## src/rtl/morse_idle_timer.sv

```systemverilog
// morse_idle_timer: counts enabled idle cycles and pulses expire on the TIMEOUT_CYC-th one.
module morse_idle_timer #(
   parameter int TIMEOUT_CYC = 50_000_000,
   parameter int CNT_W       = 26
) (
   input  logic clock,
   input  logic resetn,
   input  logic en,
   input  logic clr,
   output logic expire
);
   logic [CNT_W-1:0] cnt_q, cnt_d;
   always_comb begin
      expire = en && !clr && (cnt_q == CNT_W'(TIMEOUT_CYC - 1));
      cnt_d  = (!en || clr || expire) ? '0 : cnt_q + 1'b1;
   end
   always_ff @(posedge clock) begin
      if (!resetn) cnt_q <= '0;
      else         cnt_q <= cnt_d;
   end
endmodule

```

## config.mk

```make
export PLATFORM = sky130hd
export DESIGN_NAME = morse_idle_timer
export DESIGN_NICKNAME = d
export VERILOG_FILES = /design/src/rtl/morse_idle_timer.sv
export SDC_FILE = /design/constraint.sdc
export NUM_CORES = 1
export LEC_CHECK = 0
export ABC_AREA = 0
export BUFFER_PORTS_ARGS = -buffer_cell sky130_fd_sc_hd__buf_2
export CORE_UTILIZATION = 35
export DETAILED_ROUTE_END_ITERATION = 8
export GPL_TIMING_DRIVEN = 0
export PLACE_DENSITY = 0.55
export SLEW_MARGIN = 40
export SYNTH_ARGS = -nofsm -noshare
export SYNTH_HDL_FRONTEND = slang
export SYNTH_SLANG_ARGS = --single-unit
export TNS_END_PERCENT = 100
```

## constraint.sdc

```tcl
create_clock -name clock -period 2.5 [get_ports clock]
set_input_delay 0.5 -clock clock [delete_from_list [all_inputs] [get_ports clock]]
set_output_delay 0.5 -clock clock [all_outputs]
set_load 0.01 [all_outputs]
```

==> metrics.txt <==
# TYPE chip_impl_metric gauge
chip_impl_metric{name="proportion_of_layout_cells_with_a_drive_suffix_above_1",unit=""} 0.135
chip_impl_metric{name="io_pins",unit=""} 5
chip_impl_info{name="largest-register",value="cnt_q"} 1
chip_impl_metric{name="finalWorstPathRequiredPeriod",unit="ns"} 2.36
chip_impl_metric{name="critical_path_peak_fanout",unit=""} 7
chip_impl_info{name="slowest_stage",value="sky130_fd_sc_hd__or4b_1"} 1
chip_impl_metric{name="fin_nets",unit=""} 162
chip_impl_info{name="end_of_the_worst_hold_path",value="cnt_q[0]"} 1
chip_impl_metric{name="portion_of_synthesized_cell_area_occupied_by_the_leading_cell_type",unit=""} 0.408
chip_impl_metric{name="synth.net_count",unit=""} 153
chip_impl_metric{name="met3_usage",unit=""} 0.0239
chip_impl_metric{name="largest_reg_flops",unit=""} 26
chip_impl_info{name="synth_area_leaders",value="sky130_fd_sc_hd__dfxtp_1 41%, sky130_fd_sc_hd__nor2_1 5.0%, sky130_fd_sc_hd__xor2_1 4.8%, sky130_fd_sc_hd__a21oi_1 4.7%, sky130_fd_sc_hd__o31ai_1 4.7%"} 1
chip_impl_metric{name="worstMarginPinSlew",unit="ns"} 0.512
chip_impl_metric{name="starting_drc_count_in_detailed_routing",unit=""} 72
chip_impl_metric{name="number_of_gates_resized_after_cts",unit=""} 0
chip_impl_metric{name="power.ir.vdd_worst",unit="V"} 0.000191
chip_impl_metric{name="timing.final.ws_setup",unit="ns"} 0.139
chip_impl_metric{name="holdBufCountCts",unit=""} 0
chip_impl_metric{name="synth_warnings",unit=""} 0
chip_impl_metric{name="cts.repair_timing.setup_buffer_count",unit=""} 0
chip_impl_metric{name="floorplan.initialDensity",unit=""} 0.373
chip_impl_metric{name="grt_overflow",unit=""} 0
chip_impl_info{name="grt_setup_unrepaired",value="false"} 1
chip_impl_metric{name="drt.antenna.violating_nets",unit=""} 0
chip_impl_metric{name="finalClockSkew",unit="ns"} 0.00300
chip_impl_metric{name="setup_tns",unit="ns"} 0
chip_impl_info{name="layout_top_registers",value="cnt_q: 26 flops"} 1
chip_impl_metric{name="worst_hold_path.num_cells",unit=""} 1
chip_impl_info{name="path_cells",value="or4b_1 -> nor3_1 -> nand4_1 -> nor3b_1 -> buf_2"} 1
chip_impl_metric{name="grt_pass1_vias",unit=""} 931
chip_impl_metric{name="gp_congestion",unit=""} 0.790
chip_impl_metric{name="flow.area_growth_from_synthesis",unit="%"} 9.03
chip_impl_info{name="result_of_the_run",value="completed"} 1
chip_impl_metric{name="power.density_cell_area",unit="mW/mm^2"} 462
chip_impl_metric{name="setup_violations",unit=""} 0
chip_impl_metric{name="detailed_placement_hpwl",unit="um"} 1900
chip_impl_metric{name="critPathRequiredTime",unit="ns"} 2.00
chip_impl_metric{name="p_leak",unit="uW"} 0.000399
chip_impl_metric{name="switching_power",unit="uW"} 133
chip_impl_info{name="worst_r2r_endpoint",value="cnt_q[14]"} 1
chip_impl_metric{name="share_of_power_burned_in_combinational_logic",unit=""} 0.020
chip_impl_info{name="worstSetupPathType",value="reg -> out"} 1
chip_impl_metric{name="synthCells",unit=""} 148
chip_impl_metric{name="ctsLongestPathBuffers",unit=""} 2
chip_impl_metric{name="timing_hold_violations_final",unit=""} 0
chip_impl_metric{name="post_synth.cell_area_avg",unit="um^2"} 8.61
chip_impl_info{name="critical_path.reg2reg.startpoint",value="cnt_q[0]"} 1
chip_impl_metric{name="grt_start_max_net_pins",unit=""} 15
chip_impl_metric{name="ff_latch_area",unit="um^2"} 522
chip_impl_metric{name="avgRoutedWirePerCell",unit="um"} 12.5
chip_impl_metric{name="max_cap_violations",unit=""} 0
chip_impl_metric{name="multi_input_area",unit="um^2"} 707
chip_impl_metric{name="yosysSeqAreaShare",unit=""} 0.408
chip_impl_metric{name="initial_antenna_violation_count",unit=""} 0
chip_impl_metric{name="grt_first_pass_wirelength",unit="um"} 4420
chip_impl_info{name="hold_path_class",value="reg -> reg"} 1
chip_impl_metric{name="dieWidth",unit="um"} 62.4
chip_impl_metric{name="power.switching_fraction",unit=""} 0.207
chip_impl_info{name="tritoncts",value="yes"} 1
chip_impl_metric{name="cts.clk_slew.worst_paths",unit="ns"} 0.14
chip_impl_metric{name="wirelength",unit="um"} 2520
chip_impl_info{name="min-delay-start",value="cnt_q[0]"} 1
chip_impl_metric{name="grt.total_usage",unit=""} 0.140
chip_impl_metric{name="final.fill_count",unit=""} 357
chip_impl_metric{name="p_int",unit="uW"} 510
chip_impl_metric{name="fp-row-count",unit=""} 21
chip_impl_metric{name="gr-usage-met1",unit=""} 0.218
chip_impl_metric{name="timing.critical_path.arrival",unit="ns"} 1.86
chip_impl_metric{name="coreArea",unit="mm^2"} 0.00342
chip_impl_metric{name="detailedPlace.worstSlack",unit="ns"} 0.502
chip_impl_metric{name="post_drt_via_cell_ratio",unit=""} 5.35
chip_impl_info{name="root_buffer",value="sky130_fd_sc_hd__clkbuf_4"} 1
chip_impl_metric{name="detail_route.drc_violations",unit=""} 0
chip_impl_metric{name="clkLatencyLatePin",unit="ns"} 0.32
chip_impl_metric{name="fp.dieArea",unit="mm^2"} 0.00389
chip_impl_metric{name="achievable_clock_frequency",unit="MHz"} 424
chip_impl_metric{name="cts_num_sinks",unit=""} 26
chip_impl_metric{name="die_height",unit="um"} 62.4
chip_impl_metric{name="synth.ff_latch_count",unit=""} 26
chip_impl_metric{name="globalRouteMet2Util",unit=""} 0.196
chip_impl_metric{name="synth.cell_area",unit="mm^2"} 0.00127
chip_impl_metric{name="maxSlewHeadroom",unit=""} 0.655
chip_impl_info{name="post-synth-top-area-cell",value="sky130_fd_sc_hd__dfxtp_1"} 1
chip_impl_metric{name="io_buffers",unit=""} 4
chip_impl_metric{name="worstRegToRegCells",unit=""} 5
chip_impl_info{name="startpoint_type",value="flop"} 1
chip_impl_metric{name="reg2reg_slack",unit="ns"} 0.51
chip_impl_metric{name="number_of_antenna_diodes",unit=""} 0
chip_impl_info{name="grt_most_used_layer",value="met1"} 1
chip_impl_info{name="crit_path_end_kind",value="output port"} 1
chip_impl_metric{name="ctsHtreeMaxLevel",unit=""} 1
chip_impl_metric{name="slowest_delay",unit="ns"} 0.56
chip_impl_metric{name="vias",unit=""} 1081
chip_impl_metric{name="sequential_fraction_of_design_power",unit=""} 0.647
chip_impl_metric{name="detail_route.first_pass.iterations",unit=""} 4
chip_impl_metric{name="final_core_util",unit=""} 0.407
chip_impl_metric{name="clock_power_share",unit=""} 0.333
chip_impl_metric{name="slew_violations",unit=""} 0
chip_impl_metric{name="synth_cell_type_count",unit=""} 32
chip_impl_metric{name="numCtsBuffers",unit=""} 3
chip_impl_metric{name="timing.final.crit_share",unit=""} 0.944
cells in the final DEF, fill, tap and decap left out, types with 3 or more instances in the layout:
cell	n
sky130_fd_sc_hd__a21oi_1	12
sky130_fd_sc_hd__and3_1	5
sky130_fd_sc_hd__buf_2	5
sky130_fd_sc_hd__buf_4	3
sky130_fd_sc_hd__clkbuf_4	3
sky130_fd_sc_hd__dfxtp_1	25
sky130_fd_sc_hd__inv_1	3
sky130_fd_sc_hd__nand2_1	9
sky130_fd_sc_hd__nand3_1	7
sky130_fd_sc_hd__nand4_1	9
sky130_fd_sc_hd__nor2_1	17
sky130_fd_sc_hd__nor3_1	3
sky130_fd_sc_hd__o21ai_0	3
sky130_fd_sc_hd__o31ai_1	8
sky130_fd_sc_hd__or3_1	3
sky130_fd_sc_hd__or4_1	8
sky130_fd_sc_hd__xnor2_1	5
sky130_fd_sc_hd__xor2_1	7
power by group through the flow:
stage          sequential [uW]  combinational (uW)  clock [uW]
6_report                   416                12.6         214
3_3_place_gp               425                12.7           0
4_1_cts                    416                12.8         227
2_1_floorplan              425                7.93           0
5_1_grt                    417                14.0         240
3_5_place_dp               425                12.7           0
how the worst max path moves through the flow:
stage | from | end | slack [ns]
global placement | cnt_q[16] | expire | 0.50
finish | cnt_q[16] | expire | 0.14
global route | cnt_q[16] | expire | 0.0006
CTS | cnt_q[16] | expire | 0.11
detailed placement | cnt_q[16] | expire | 0.50
floorplan | cnt_q[16] | expire | 0.58
cells in the mapped netlist:
master and number:
sky130_fd_sc_hd__dfxtp_1 26, sky130_fd_sc_hd__a31o_1 1, sky130_fd_sc_hd__nand4_1 9, sky130_fd_sc_hd__and4_2 1, sky130_fd_sc_hd__or3_1 3, sky130_fd_sc_hd__a21oi_1 12
sky130_fd_sc_hd__clkbuf_1 1, sky130_fd_sc_hd__or4_4 2, sky130_fd_sc_hd__and3_1 5, sky130_fd_sc_hd__nor2_1 17, sky130_fd_sc_hd__o31ai_1 8, sky130_fd_sc_hd__buf_4 3
sky130_fd_sc_hd__nand3_2 2, sky130_fd_sc_hd__nor3_1 3, sky130_fd_sc_hd__or4_1 8, sky130_fd_sc_hd__nand4b_1 1, sky130_fd_sc_hd__nand2_1 9, sky130_fd_sc_hd__inv_1 3
sky130_fd_sc_hd__o41ai_1 1, sky130_fd_sc_hd__xor2_1 7, sky130_fd_sc_hd__or4b_1 2, sky130_fd_sc_hd__nand3b_1 1, sky130_fd_sc_hd__ha_1 1, sky130_fd_sc_hd__nand3_1 7
sky130_fd_sc_hd__buf_2 1, sky130_fd_sc_hd__or2_2 1, sky130_fd_sc_hd__nor4_1 2, sky130_fd_sc_hd__clkbuf_2 1, sky130_fd_sc_hd__xnor2_1 5, sky130_fd_sc_hd__nor3b_1 1
sky130_fd_sc_hd__o21ai_0 3, sky130_fd_sc_hd__and3_2 1
worst max-delay path: cells and delay by family, from the launching register on:
family,cells,cell delay (ns)
DFF,1,0.39
and+or+nand+nor,4,1.01
buffers and inverters,1,0.15
cell type report:
type / count / share of cell area
multi-input combinational: 113 / 0.509
sequential: 26 / 0.375
tap: 46 / 0.0414
clock buffer: 4 / 0.0261
buffer: 6 / 0.0261
timing repair buffer: 4 / 0.0144
inverter: 3 / 0.00810
cell families (layout without fill, tap and decap cells):
group | after synthesis | in the layout | synth area share
AO/OA/AOI/OAI | 25 | 25 | 0.120
XOR/XNOR | 12 | 12 | 0.0824
adder cells (fa/ha/maj) | 1 | 1 | 0.00981
buffers and inverters | 9 | 17 | 0.0373
flip-flops | 26 | 26 | 0.408
AND/OR/NAND/NOR | 75 | 75 | 0.342
through the flow:
stage | power, uW | instance area [um^2] | hold slack [ns] | instances
6_report | 643 | 1390 | 0.479 | 202
3_3_place_gp | 438 | 1350 | 0.441 | 198
4_1_cts | 656 | 1390 | 0.484 | 202
2_1_floorplan | 433 | 1270 | 0.426 | 148
5_1_grt | 671 | 1390 | 0.505 | 202
3_5_place_dp | 438 | 1350 | 0.451 | 198
metal layers:
| metal | wire (um) | up-vias |
|---|---|---|
| li1 | - | 574 |
| met1 | 1390 | 484 |
| met2 | 1030 | 19 |
| met3 | 71 | 4 |
| met4 | 27 | 0 |
| met5 | 0 | - |
No activity file was read; power rests on OpenSTA's default activity.
